--- src/rtl/alu_cmd_pkg.sv ---
// alu_cmd_pkg: shared types and constants for the ALU command queue.
//   CMD_W / FUNC_W / OPND_W : widths of a queued command and its fields.
//   alu_func_e              : 3-bit ALU function codes.
//   alu_cmd_t               : packed {func, a} command as stored in the queue.
package alu_cmd_pkg;

    localparam int unsigned CMD_W  = 7;
    localparam int unsigned FUNC_W = 3;
    localparam int unsigned OPND_W = 4;

    typedef enum logic [FUNC_W-1:0] {
        FN_ADD_RCA = 3'b000,
        FN_ADD     = 3'b001,
        FN_ORXOR   = 3'b010,
        FN_ANY     = 3'b011,
        FN_ALL     = 3'b100,
        FN_SHR     = 3'b101,
        FN_SHL     = 3'b110,
        FN_MUL     = 3'b111
    } alu_func_e;

    typedef struct packed {
        alu_func_e         func;
        logic [OPND_W-1:0] a;
    } alu_cmd_t;

    // Build a command from raw button/switch inputs.
    function automatic alu_cmd_t make_cmd(input logic [FUNC_W-1:0] func,
                                          input logic [OPND_W-1:0] a);
        alu_cmd_t cmd;
        cmd.func = alu_func_e'(func);
        cmd.a    = a;
        return cmd;
    endfunction

endpackage

--- src/rtl/rise_detect.sv ---
// rise_detect: one-cycle pulse on each 0->1 transition of a level input.
//   clock  : sole clock, rising edge.
//   resetn : synchronous active-low reset.
//   in     : level input (typically a debounced push-button).
//   pulse  : high for the cycle in which in is high and was low last cycle.
// The history register resets to 1, so an input already high when reset
// releases is not treated as a fresh press.
module rise_detect (
    input  logic clock,
    input  logic resetn,
    input  logic in,
    output logic pulse
);

    logic in_q;

    always_ff @(posedge clock) begin
        if (!resetn) begin
            in_q <= 1'b1;
        end else begin
            in_q <= in;
        end
    end

    always_comb begin
        pulse = in & ~in_q;
    end

endmodule

--- src/rtl/alu_cmd_queue.sv ---
// alu_cmd_queue: in-order command buffer in front of the 8-bit ALU stage.
//   clock, resetn : clock and synchronous active-low reset.
//   flush         : synchronous clear of contents and overflow flag.
//   push_req      : button level; each rising edge pushes {push_func, push_a}.
//   out_valid/out_ready/out_func/out_a : show-ahead head with handshake;
//                   head fields read as zero while the queue is empty.
//   count, full   : occupancy (0..DEPTH) and count == DEPTH.
//   overflow      : sticky, set when a press arrives while full.
module alu_cmd_queue
    import alu_cmd_pkg::*;
#(
    parameter int unsigned DEPTH = 4,
    parameter int unsigned PTR_W = $clog2(DEPTH)
) (
    input  logic              clock,
    input  logic              resetn,
    input  logic              flush,
    input  logic              push_req,
    input  logic [FUNC_W-1:0] push_func,
    input  logic [OPND_W-1:0] push_a,
    output logic              out_valid,
    input  logic              out_ready,
    output logic [FUNC_W-1:0] out_func,
    output logic [OPND_W-1:0] out_a,
    output logic [PTR_W:0]    count,
    output logic              full,
    output logic              overflow
);

    localparam logic [PTR_W:0] DepthCnt = (PTR_W + 1)'(DEPTH);

    // Plain register array so the head can be read in the same cycle.
    logic [CMD_W-1:0] mem_q [DEPTH];

    logic [PTR_W-1:0] wp_q, wp_d;
    logic [PTR_W-1:0] rp_q, rp_d;
    logic [PTR_W:0]   count_q, count_d;
    logic             overflow_q, overflow_d;

    logic     push_evt;
    logic     push_ok;
    logic     pop;
    alu_cmd_t head;
    alu_cmd_t cmd_in;

    rise_detect u_push_edge (
        .clock  (clock),
        .resetn (resetn),
        .in     (push_req),
        .pulse  (push_evt)
    );

    // full comes from the registered count, so a pop in the same cycle does
    // not open a slot for a push.
    always_comb begin
        full      = (count_q == DepthCnt);
        out_valid = (count_q != '0);
        push_ok   = push_evt & ~full;
        pop       = out_valid & out_ready;
        cmd_in    = make_cmd(push_func, push_a);
    end

    always_comb begin
        wp_d       = wp_q;
        rp_d       = rp_q;
        count_d    = count_q;
        overflow_d = overflow_q;
        if (flush) begin
            wp_d       = '0;
            rp_d       = '0;
            count_d    = '0;
            overflow_d = 1'b0;
        end else begin
            if (push_ok) begin
                wp_d = wp_q + PTR_W'(1);
            end
            if (pop) begin
                rp_d = rp_q + PTR_W'(1);
            end
            unique case ({push_ok, pop})
                2'b10:   count_d = count_q + (PTR_W + 1)'(1);
                2'b01:   count_d = count_q - (PTR_W + 1)'(1);
                default: count_d = count_q;
            endcase
            if (push_evt && full) begin
                overflow_d = 1'b1;
            end
        end
    end

    always_ff @(posedge clock) begin
        if (!resetn) begin
            wp_q       <= '0;
            rp_q       <= '0;
            count_q    <= '0;
            overflow_q <= 1'b0;
        end else begin
            wp_q       <= wp_d;
            rp_q       <= rp_d;
            count_q    <= count_d;
            overflow_q <= overflow_d;
        end
    end

    // Storage needs no reset: count gates every read.
    always_ff @(posedge clock) begin
        if (resetn && !flush && push_ok) begin
            mem_q[wp_q] <= cmd_in;
        end
    end

    always_comb begin
        head     = alu_cmd_t'(mem_q[rp_q]);
        out_func = out_valid ? head.func : '0;
        out_a    = out_valid ? head.a    : '0;
        count    = count_q;
        overflow = overflow_q;
    end

endmodule
--- config.mk ---
export PLATFORM = sky130hd
export DESIGN_NAME = alu_cmd_queue
export DESIGN_NICKNAME = d
export VERILOG_FILES = /design/src/rtl/alu_cmd_pkg.sv /design/src/rtl/rise_detect.sv /design/src/rtl/alu_cmd_queue.sv
export SDC_FILE = /design/constraint.sdc
export NUM_CORES = 1
export LEC_CHECK = 0
export BUFFER_PORTS_ARGS = -buffer_cell sky130_fd_sc_hd__buf_2
export CORE_MARGIN = 5
export CORE_UTILIZATION = 55
export CTS_BUF_LIST = sky130_fd_sc_hd__clkbuf_4 sky130_fd_sc_hd__clkbuf_8 sky130_fd_sc_hd__clkbuf_16
export DETAILED_ROUTE_END_ITERATION = 6
export GPL_TIMING_DRIVEN = 0
export PLACE_DENSITY = 0.78
export SLEW_MARGIN = 30
export SYNTH_ARGS = -nofsm -noshare
export SYNTH_HDL_FRONTEND = slang
export SYNTH_SLANG_ARGS = --single-unit
--- constraint.sdc ---
create_clock -name clock -period 2.2 [get_ports clock]
set_input_delay 0.11 -clock clock [delete_from_list [all_inputs] [get_ports clock]]
set_output_delay 0.11 -clock clock [all_outputs]
set_load 0.005 [all_outputs]
Yosys cells after proc, flatten, opt, wreduce, memory -nomap -nowiden --
Memory sizes are Yosys's and may differ from the RTL's. A register that Yosys moved wholly into a read port is not among the register bits. Cells that the tools add are included.
Cells by class: add/subtract/negate cells 4, $mul 0, div/mod/pow operators 0, magnitude comparators 0, equal/unequal tests 3, shift-type cells 0, mux-type cells 7, bitwise logic cells 6, reduce and logical (&&, ||, !) cells 7
Operator list (number):
- one-hot mux 3 bit (2 select lines) | 1
- adder 2 x 1 -> 2 bit (second input constant) | 2
- 2-to-1 mux 2 bit | 2
- 2-to-1 mux 4 bit | 1
- adder 3 x 1 -> 3 bit (second input constant) | 1
- bitwise AND 1 bit | 3
- equality test 3 bit (second input constant) | 1
- logical AND 1 bit | 3
- 2-to-1 mux 3 bit | 1
- NOT 1 bit | 3
- nonzero test 3 bit | 1
- subtractor 3 x 1 -> 3 bit (second input constant) | 1
- equality test 2 x 1 -> 1 bit (second input constant) | 1
- equality test 2 bit (second input constant) | 1
- 2-to-1 mux 1 bit | 2
- nonzero test 2 bit | 1
- OR reduction 2 bit | 1
- zero test 1 bit | 1
Storage, ports and cells: flip-flop bits (word level) 9, latch bits 0, RAM bits 28, memory bits (read-only) 0, word-level logic and storage cells 33, memories 1
Memories:
- mem_q | words 4, bits a word 7, rd ports 1, clocked after Yosys merged registers in 1, write ports 1, line alu_cmd_queue.sv:33 | logic [CMD_W-1:0] mem_q [DEPTH];

Depth between registers and ports, before layout --
Gate-level depths: netlist of run 1.
depth in word-level cells 6, mapped depth 9

Hierarchy --
A second synthesis of run 1 with hierarchy kept.
Second synthesis, totals: cells, all modules 108, area total of the unflattened synthesis 1644.1 um^2
Modules (own cells, without submodules):
- alu_cmd_queue | times used 1, cells each 105, area each 1604.0 um^2, sequential area each 1041.0 um^2
- rise_detect | times used 1, cells each 3, area each 40.0 um^2, sequential area each 20.0 um^2

Least setup slack after synthesis of run 1 --
OpenSTA, ideal clock, no wires.
path kind reg2reg, start register count_q[2] (netlist: count[2]), end register count_q[2] (netlist: count[2]), library setup time 70 ps, data arrival time 2023 ps, data required time 2130 ps, path slack 107 ps, cell stages (with the launch flop) 10, clock period less this slack 2093 ps, path through dfxtp_1 > nor3b_2 > nor2_1 > inv_1 > ha_1 > inv_1 > fa_1 > xor2_1 > or3_1 > a21oi_1
Between the ends: cells in the longest elaborated chain, start to end 5, elaborated cells between the ends (all ways) 11, those cells by class add/sub (2); eq/ne (3); mux (1); bitwise (3); reduce/logical (2)
Ends and longest elaborated chain:
- from (decl) | line alu_cmd_queue.sv:37 | logic [PTR_W:0] count_q, count_d;
- from (signal assigned) | line alu_cmd_queue.sv:100 | count_q <= count_d;
- equality test 3 bit * | line alu_cmd_queue.sv:56 | full = (count_q == DepthCnt);
- named net full | line alu_cmd_queue.sv:26 | output logic full,
- NOT 1 bit * | line alu_cmd_queue.sv:58 | push_ok = push_evt & ~full;
- bitwise AND 1 bit * | line alu_cmd_queue.sv:58
- equality test 2 x 1 -> 1 bit or equality test 2 bit (tied branches) | line alu_cmd_queue.sv:80 | unique case ({push_ok, pop})
- one-hot mux 3 bit (2 select lines) or nonzero test 2 bit (tied branches)
Mark *: on every way through the listed nets, which the timed path passes. The rest lies on a longest branch. A chain may end at the register's enable or synchronous reset.

Worst setup path in the final report of run 1 --
start register count_q[1] (netlist: count[1]), end register count_q[2] (netlist: count[2])
Between the ends: cells in the longest elaborated chain, start to end 5, elaborated cells between the ends (all ways) 11, those cells by class add/sub (2); eq/ne (3); mux (1); bitwise (3); reduce/logical (2)
Ends and longest elaborated chain (line):
- equality test 3 bit | alu_cmd_queue.sv:56
- NOT 1 bit | alu_cmd_queue.sv:58
- bitwise AND 1 bit | alu_cmd_queue.sv:58
- equality test 2 x 1 -> 1 bit or equality test 2 bit (tied branches) | alu_cmd_queue.sv:80
- one-hot mux 3 bit (2 select lines) or nonzero test 2 bit (tied branches)
Parallel ways exist; a longest one is shown, timed or not.

==> impl_metrics.yaml, run 1 <==
outcome:
  outcome: "completed"
floorplan:
  core_um2: 2780
  fp.dieH_um: 64.1
  rows: 19
  boundaryPins: 25
  start_util: 0.579
  dieWidth_um: 64.1
  dieArea_um2: 4110
drt:
  final_antenna_net_count: 0
  drc: 0
  dr.first_iter.drc_count: 32
  drt-met1-wl_mm: 1.12
  vias: 955
  highest_layer: "met4"
  wl_met3_um: 149
  drt_wl_total_mm: 2.76
  wl_per_cell_um: 15.4
  dr.pass1.iters: 4
  wl_met2_mm: 1.42
  drt-vias-per-instance: 5.34
power:
  intPower_uw: 983
  p_per_area_nw_per_um2: 625
  swShare: 0.197
  peakVddDrop_mv: 0.460
  p_switching_uw: 241
  p_comb_frac: 0.051
  p_total_uw: 1220
  clockPowerShare: 0.304
  power_frac_seq: 0.645
  leakage_uw: 0.000733
yosys:
  syn-cell-area_um2: 1610
  ys_seq_area_frac: 0.658
  syn_inst: 107
  async_flop_share: 0
  muxShareOfSynthArea: 0.104
  synth-xor-area-share: 0.0109
  synth-compound-area-share: 0.0318
  avgSynthCellArea_um2: 15.1
  synth_nets: 125
  synth.ff_latch_count: 39
  synth_simple_gate_area_frac: 0.115
  synth_edf_count: 28
  synth_flop_cell: "edfxtp_1"
  synth_cell_types: 24
  synth_fa_ha_area_frac: 0.0512
  synth_top_family_by_area: "simple AND/OR/NAND/NOR gates"
  ys_warn_count: 0
setup_path:
  worst-path-buf-inv: 2
  critPathKind: "reg -> reg"
  cpMaxStageDelayCell: "dfxtp_4"
  r2r_end: "count[2]"
  cp-start-kind: "register"
  crit_family: "simple AND/OR/NAND/NOR gates"
  slowest_delay_ns: 0.38
  crit_path_end_kind: "register"
  crit_path_frequent_cell: "inv_1"
  r2r-start: "count[1]"
  crit_chain: "nor3b_4 > nor2_2 > inv_1 > ha_1 > inv_1 > fa_1 > xor2_1 > or3_1 > a21oi_1"
  rr_worst_depth: 9
  critPathArrivalTime_ns: 2.35
  path_max_fanout: 6
  required_ns: 2.47
  reg2reg_slack_ns: 0.12
worst_hold_path:
  hold_start: "push_req"
  holdPathStages: 3
  min_to: "overflow"
  hold_class: "in -> reg"
global_route:
  antenna_found_initial: 0
  grt_pass1_vias: 1004
  grt_max_degree: 12
  grt_usage: 0.153
  grt_pass1_wl_mm: 4.64
  grt_overflow: 0
sta:
  setup_violations: 0
  finalCriticalPeriod_ns: 2.08
  fin_crit_sh: 0.943
  slew_viol_final: 0
  slew_headroom: 0.646
  rsz0062_at_grt: "false"
  max_freq_mhz: 482
  hold_viol: 0
  clock_skew_ns: 0.00788
  holdWs_ns: 0.0543
  tightest_slew_ns: 0.529
final_layout:
  antennaDiodeCount: 0
  syn_to_final_growth_pct: 21.4
  finalNetCount: 165
  drive_gt1_frac: 0.324
clocking:
  clock_path_buffers: 2
  cts.sinks: 39
  clkLatencyLatePin_ns: 0.34
  cts_max_level: 2
  cts_tree: "yes"
  cts-root-buf: "clkbuf_4"
  numCtsBuffers: 5
  cts.reportedPaths.clkPinSlew_ns: 0.10
placed_design:
  dp_hpwl_mm: 1.91
  portBuffers: 24
  gp_congestion: 0.689
run:
  cap_violations: 0
cells by family (layout without fill, tap and decap cells):
| group | Yosys count | after routing |
|---|---|---|
| adders and majority gates | 6 | 6 |
| muxes | 8 | 8 |
| DFF | 39 | 39 |
| buffers and inverters | 11 | 52 |
| AOI/OAI and AO/OA | 10 | 10 |
| and+or+nand+nor | 31 | 31 |
| xor gates and xnor gates | 2 | 2 |
cells in the final DEF, fill, tap and decap left out:
cell type       n
a31oi_1         1
nor3b_4         1
nand2_1         4
xor2_1          2
clkbuf_1        1
nor2_2          1
dlygate4sd3_1   9
nor2b_1         8
nor2b_4         1
or3_1           3
buf_2          24
o21ai_1         1
buf_4           2
fa_1            1
mux2i_1         1
or4b_1          1
o21ai_0         4
inv_1           8
nor2_1          4
clkbuf_4        8
ha_1            5
dfxtp_4         3
a21oi_1         4
nand2b_1        3
and3_1          4
edfxtp_1       28
dfxtp_1         8
mux4_2          7
nor3_4          1
how the worst max path moves through the flow:
stage	start	to	slack (ns)	cells after the start
finish	count[1]	count[2]	0.12	9
global route	count[2]	count[2]	0.02	9
CTS	count[2]	count[2]	0.02	9
detailed placement	count[2]	count[2]	-0.06	9
global placement	count[0]	count[2]	0.02	9
floorplan	count[2]	count[2]	0.11	9
Yosys cell counts (2+ instances only):
cell       n  area [µm²]
ha_1       5        62.6
nor2b_1    9        56.3
dfxtp_1   11         220
a21oi_1    4        20.0
mux4_2     7         158
nand2_1    4        15.0
nand2b_1   3        18.8
nor2_1     5        18.8
and3_1     4        25.0
edfxtp_1  28         841
inv_1      8        30.0
xor2_1     2        17.5
or3_1      3        18.8
o21ai_0    4        20.0
power by group through the flow:
stage | clock [µW] | sequential [µW] | combinational, µW
finish | 372 | 789 | 61.9
global route | 412 | 790 | 69.5
CTS | 383 | 792 | 61.4
detailed placement | 0 | 809 | 49.0
global placement | 0 | 808 | 45.2
floorplan | 0 | 808 | 23.2
per-stage QoR:
stage | TNS [ns] | std cells | util | area (µm²) | setup slack (ns)
after floorplan | 0 | 107 | - | 1610 | 0.107
after global placement | 0 | 162 | 0.637 | 1770 | 0.0243
after detailed placement | -0.0643 | 162 | 0.637 | 1770 | -0.0643
after global routing | 0 | 179 | 0.704 | 1960 | 0.0187
final | 0 | 179 | 0.704 | 1960 | 0.125
after CTS | 0 | 180 | 0.697 | 1940 | 0.0210
repair_timing:
item | in CTS | in global routing
endpoints found under the hold margin | 29 | 0
gates resized for setup | 4 | 7
setup endpoints to repair | 1 | 1
hold buffers | 9 | 0
setup buffers | 1 | 0
layout make-up:
cell class,count,area (µm²)
Inverter,8,30.0
Clock buffer,8,60.1
Buffer,2,11.3
Timing Repair Buffer,34,218
Fill cell,204,825
Sequential cell,39,1070
Tap cell,31,38.8
Multi-Input combinational cell,57,527
routing by layer:
layer  vias up  global-route usage
met1       455               0.168
met2        26               0.261
met5         -                   0
met3         7              0.0455
met4         0              0.0840
li1        467                   -
state kept, by name, indices dropped and copies added (netlist names), named ones only:
name	cells
mem_q	28
count	3
rp_q	2
wp_q	2
overflow	1
u_push_edge.in_q	1
worst min-delay path: cells and delay by family:
kind,cells,cell delay (ns)
buffers and inverters,1,0.09
AND/OR/NAND/NOR,1,0.08
AO/OA/AOI/OAI,1,0.07
(Power assumes the default switching activity.)
==> run 2, diff against run 1 <==
--- a/config.mk
+++ b/config.mk
@@ -11,7 +11,8 @@
 export CTS_BUF_LIST = sky130_fd_sc_hd__clkbuf_4 sky130_fd_sc_hd__clkbuf_8 sky130_fd_sc_hd__clkbuf_16
 export DETAILED_ROUTE_END_ITERATION = 6
 export GPL_TIMING_DRIVEN = 0
-export PLACE_DENSITY = 0.78
+export PLACE_DENSITY = 0.8
+export REMOVE_ABC_BUFFERS = 1
 export SLEW_MARGIN = 30
 export SYNTH_ARGS = -nofsm -noshare
 export SYNTH_HDL_FRONTEND = slang
==> run 2 against run 1 <==
Against the previous run:
- sequential power hardly changed
- sequential cell count unchanged
- cell count is 0.56% higher
- count of clock-buffer cells in the layout down 2
- first-iteration DRC count increased by 16%
- clock skew decreased by 0.0016 ns
- design area hardly changed
==> impl_metrics.yaml, run 2 (synthesis results as in run 1) <==
power:
  intPower_uw: 950
  p_comb_frac: 0.053
  swShare: 0.198
  leakage_uw: 0.000732
  peakVddDrop_mv: 0.533
  p_per_area_nw_per_um2: 605
  p_total_uw: 1180
  clockPowerShare: 0.280
  power_frac_seq: 0.667
  p_switching_uw: 235
drt:
  wl_per_cell_um: 15.5
  highest_layer: "met4"
  wl_met3_um: 156
  vias: 994
  dr.first_iter.drc_count: 37
  dr.pass1.iters: 4
  drt_wl_total_mm: 2.78
  drc: 0
  final_antenna_net_count: 0
  drt-vias-per-instance: 5.52
  wl_met2_mm: 1.46
  drt-met1-wl_mm: 1.09
sta:
  tightest_slew_ns: 0.490
  tns_ns: 0
  holdWs_ns: 0.0587
  slew_headroom: 0.673
  setup_violations: 0
  finalCriticalPeriod_ns: 2.07
  fin_crit_sh: 0.943
  slew_viol_final: 0
  clock_skew_ns: 0.00633
  max_freq_mhz: 482
  hold_viol: 0
  rsz0062_at_grt: "false"
setup_path:
  r2r-start: "count[1]"
  cp-start-kind: "register"
  cpMaxStageDelayCell: "dfxtp_4"
  reg2reg_slack_ns: 0.13
  cp-startpoint: "count[1]"
  crit_chain: "nor3b_4 > nor2_2 > inv_1 > ha_1 > inv_1 > fa_2 > xor2_1 > or3_1 > a21oi_1"
  path_max_fanout: 6
  critPathArrivalTime_ns: 2.34
  required_ns: 2.46
  critPathKind: "reg -> reg"
  slowest_delay_ns: 0.38
  crit_path_end_kind: "register"
  crit_family: "simple AND/OR/NAND/NOR gates"
  worst-path-buf-inv: 2
  crit_path_frequent_cell: "inv_1"
final_layout:
  largest_register_ffs: 28
  final_common_cell: "edfxtp_1"
  design_area_um2: 1960
  syn_to_final_growth_pct: 21.5
  antennaDiodeCount: 0
  mostFrequentLayoutCells: "28 x edfxtp_1, 24 x buf_2, 9 x dlygate4sd3_1"
  registers.top_by_ff_count: "mem_q"
  drive_gt1_frac: 0.329
  stdcell_count: 180
  finalNetCount: 166
floorplan:
  core_um2: 2780
  boundaryPins: 25
  rows: 19
  dieArea_um2: 4110
  fp.dieH_um: 64.1
  dieWidth_um: 64.1
  start_util: 0.579
placed_design:
  dpl.cell_count: 159
  post_dp_cell_area_um2: 1750
  portBuffers: 24
  dp_hpwl_mm: 1.88
  gp_congestion: 0.675
clocking:
  cts_tree: "yes"
  cts.reportedPaths.clkPinSlew_ns: 0.10
  cts_max_level: 2
  numCtsBuffers: 5
  cts.sinks: 39
  clkLatencyLatePin_ns: 0.33
  cts-root-buf: "clkbuf_4"
  clock_path_buffers: 2
global_route:
  grt_pass1_wl_mm: 4.62
  grt_max_degree: 13
  grt_pass1_vias: 1001
  grt_overflow: 0
  grt_usage: 0.155
  antenna_found_initial: 0
worst_hold_path:
  hold_start: "push_req"
  hold_class: "in -> reg"
run:
  cap_violations: 0
outcome:
  outcome: "completed"
-- run 2: cell type report --
class                           instances  area [µm²]
Clock inverter                          2        7.51
Inverter                                8        30.0
Fill cell                             183         823
Timing Repair Buffer                   37         240
Sequential cell                        39        1070
Clock buffer                            6        45.0
Tap cell                               31        38.8
Multi-Input combinational cell         57         524
-- run 2: what timing repair did --
item / CTS / global route
endpoints found under the setup margin: 2 / 2
pin swaps: 1 / 2
buffers inserted: 1 / 3
hold buffers: 9 / 0
gates resized for setup: 5 / 6
hold endpoints to repair: 29 / 0
-- run 2: metrics by stage --
stage               setup slack [ns]   util
global placement             -0.0359  0.631
finish                         0.125  0.704
global route                  0.0462  0.704
CTS                           0.0536  0.691
floorplan                      0.107      -
detailed placement            -0.160  0.631
-- run 2: layer usage --
metal / vias up / track usage
met2: 32 / 0.258
met5: - / 0
li1: 470 / -
met1: 487 / 0.170
met3: 5 / 0.0595
met4: 0 / 0.0840
-- run 2: path summary, 6_finish.rpt --
check,cells past startpoint,endpoint
max,9,count[2]
max reg2reg,9,count[2]
min,3,overflow
min reg2reg,2,overflow
-- run 2: power groups by stage --
stage | Combinational (µW) | Clock (µW) | Sequential, µW
after floorplan | 21.9 | 0 | 809
after global placement | 43.8 | 0 | 809
after detailed placement | 47.3 | 0 | 810
after CTS | 60.0 | 340 | 793
after global routing | 71.4 | 377 | 791
final | 63.2 | 332 | 790
-- run 2: tightest hold or removal path, cell delays in order --
cell and delay, ns:
buf_2 0.10, a31oi_1 0.07, nor2_1 0.08
==> run 3, diff against run 2 <==
==> constraint.sdc (replaced) <==
create_clock -name clock -period 2.2 [get_ports clock]
set_input_delay 0.11 -clock clock [delete_from_list [all_inputs] [get_ports clock]]
set_output_delay 0.11 -clock clock [all_outputs]
set_load 0.1 [all_outputs]
==> run 3 against run 2 <==
Against the previous run:
- clock power about the same
- first-iteration DRC count increased by 16%
- wire length down 0.11%
- utilization fell by 0.13 points
- clock skew is 0.0014 ns higher
- maximum frequency is 2.1% lower
==> impl_metrics.yaml, run 3 (synthesis results as in run 1) <==
outcome:
  outcome: "completed"
clocking:
  cts_max_level: 2
  clkLatencyLatePin_ns: 0.33
  cts_tree: "yes"
  cts.sinks: 39
  cts-root-buf: "clkbuf_4"
  numCtsBuffers: 5
  cts.reportedPaths.clkPinSlew_ns: 0.10
  clock_path_buffers: 2
sta:
  tightest_slew_ns: 0.479
  fin_crit_sh: 0.963
  setup_violations: 0
  rsz0062_at_grt: "true"
  slew_viol_final: 0
  clock_skew_ns: 0.00776
  max_freq_mhz: 472
  slew_headroom: 0.680
  hold_viol: 0
  finalCriticalPeriod_ns: 2.12
placed_design:
  portBuffers: 24
  gp_congestion: 0.675
  dp_hpwl_mm: 1.88
  dpl.cell_count: 159
setup_path:
  critPathKind: "reg -> reg"
  crit_chain: "nor3b_4 > nor2_2 > inv_1 > ha_1 > inv_1 > fa_1 > xor2_1 > or3_1 > a21oi_1"
  crit_path_end_kind: "register"
  critPathArrivalTime_ns: 2.38
  r2r-start: "count[1]"
  worst-path-buf-inv: 2
  required_ns: 2.46
  crit_path_frequent_cell: "inv_1"
  crit_family: "simple AND/OR/NAND/NOR gates"
  cpMaxStageDelayCell: "fa_1"
  path_max_fanout: 6
  cp-startpoint: "count[1]"
  slowest_delay_ns: 0.39
  cp-start-kind: "register"
final_layout:
  registers.top_by_ff_count: "mem_q"
  finalNetCount: 166
  final_common_cell: "edfxtp_1"
  syn_to_final_growth_pct: 21.3
  antennaDiodeCount: 0
  fin_util: 0.703
  mostFrequentLayoutCells: "28 x edfxtp_1, 24 x buf_2, 9 x dlygate4sd3_1, 8 x inv_1, 8 x nor2b_1"
  stdcell_count: 180
  drive_gt1_frac: 0.329
  largest_register_ffs: 28
global_route:
  grt_overflow: 0
  grt_usage: 0.155
  antenna_found_initial: 0
  grt_pass1_vias: 1001
  grt_max_degree: 13
  grt_pass1_wl_mm: 4.62
drt:
  drc: 0
  drt-vias-per-instance: 5.56
  dr.pass1.iters: 4
  wl_per_cell_um: 15.4
  dr.first_iter.drc_count: 43
  drt_wl_total_mm: 2.78
  final_antenna_net_count: 0
  vias: 1000
floorplan:
  start_util: 0.579
  rows: 19
  fp.dieH_um: 64.1
  core_um2: 2780
  boundaryPins: 25
  dieArea_um2: 4110
  dieWidth_um: 64.1
run:
  cap_violations: 0
power:
  leakage_uw: 0.000731
  peakVddDrop_mv: 0.548
  p_total_uw: 1220
  p_per_area_nw_per_um2: 623
worst_hold_path:
  hold_start: "push_req"
  hold_class: "in -> reg"
## run 3: changes by cell type in the layout (fill, tap and decap cells not counted)
cell and change:
dfxtp_2 +2, fa_1 +1, dfxtp_4 -1, fa_2 -1, dfxtp_1 -1
## run 3: area by class of cell
class,count,area (µm²)
Clock buffer,6,45.0
Clock inverter,2,7.51
Fill cell,182,827
Inverter,8,30.0
Multi-Input combinational cell,57,522
Sequential cell,39,1070
Tap cell,31,38.8
Timing Repair Buffer,37,240
## run 3: path summary, 6_finish.rpt
check	slack (ns)	endpoint	depth (start not counted)
worst max register to register	0.08	count[2]	9
worst max-delay path	0.08	count[2]	9
worst min register to register	0.50	overflow	2
worst min-delay path	0.06	overflow	3
## run 3: worst min-delay path, delay by kind of cell
kind	cells	cell delay, ns
AOI/OAI and AO/OA	1	0.07
buffers and inverters	1	0.10
and+or+nand+nor	1	0.08
## run 3: repair_timing
item | 4_1_cts | 5_1_grt
endpoints found under the setup margin | 2 | 9
hold endpoints to repair | 29 | 0
hold buffers | 9 | 0
buffers inserted | 1 | 3
pin swaps | 1 | 2
gates resized for setup | 5 | 5
## run 3: stage by stage
step	hold slack [ns]	setup WS, ns	instance area [µm²]	TNS (ns)
2_1_floorplan	0.183	-1.87	1600	-43.40
3_3_place_gp	0.306	-0.0359	1750	-0.0359
3_5_place_dp	0.328	-0.160	1750	-0.223
4_1_cts	0.0407	0.0409	1920	0
5_1_grt	0.0714	-0.00614	1950	-0.00614
6_report	0.0555	0.0804	1950	0
## run 3: layer usage
layer	track usage	vias up	wire [µm]
met3	0.0595	5	146
li1	-	470	-
met5	0	-	0
met4	0.0840	0	67
met1	0.170	495	1110
met2	0.258	30	1450
## run 3: where the power goes
group          leakage, µW  switching (µW)  internal, µW
clock            0.0000307             203           131
combinational     0.000357            59.7          33.5
sequential        0.000343            3.97           787
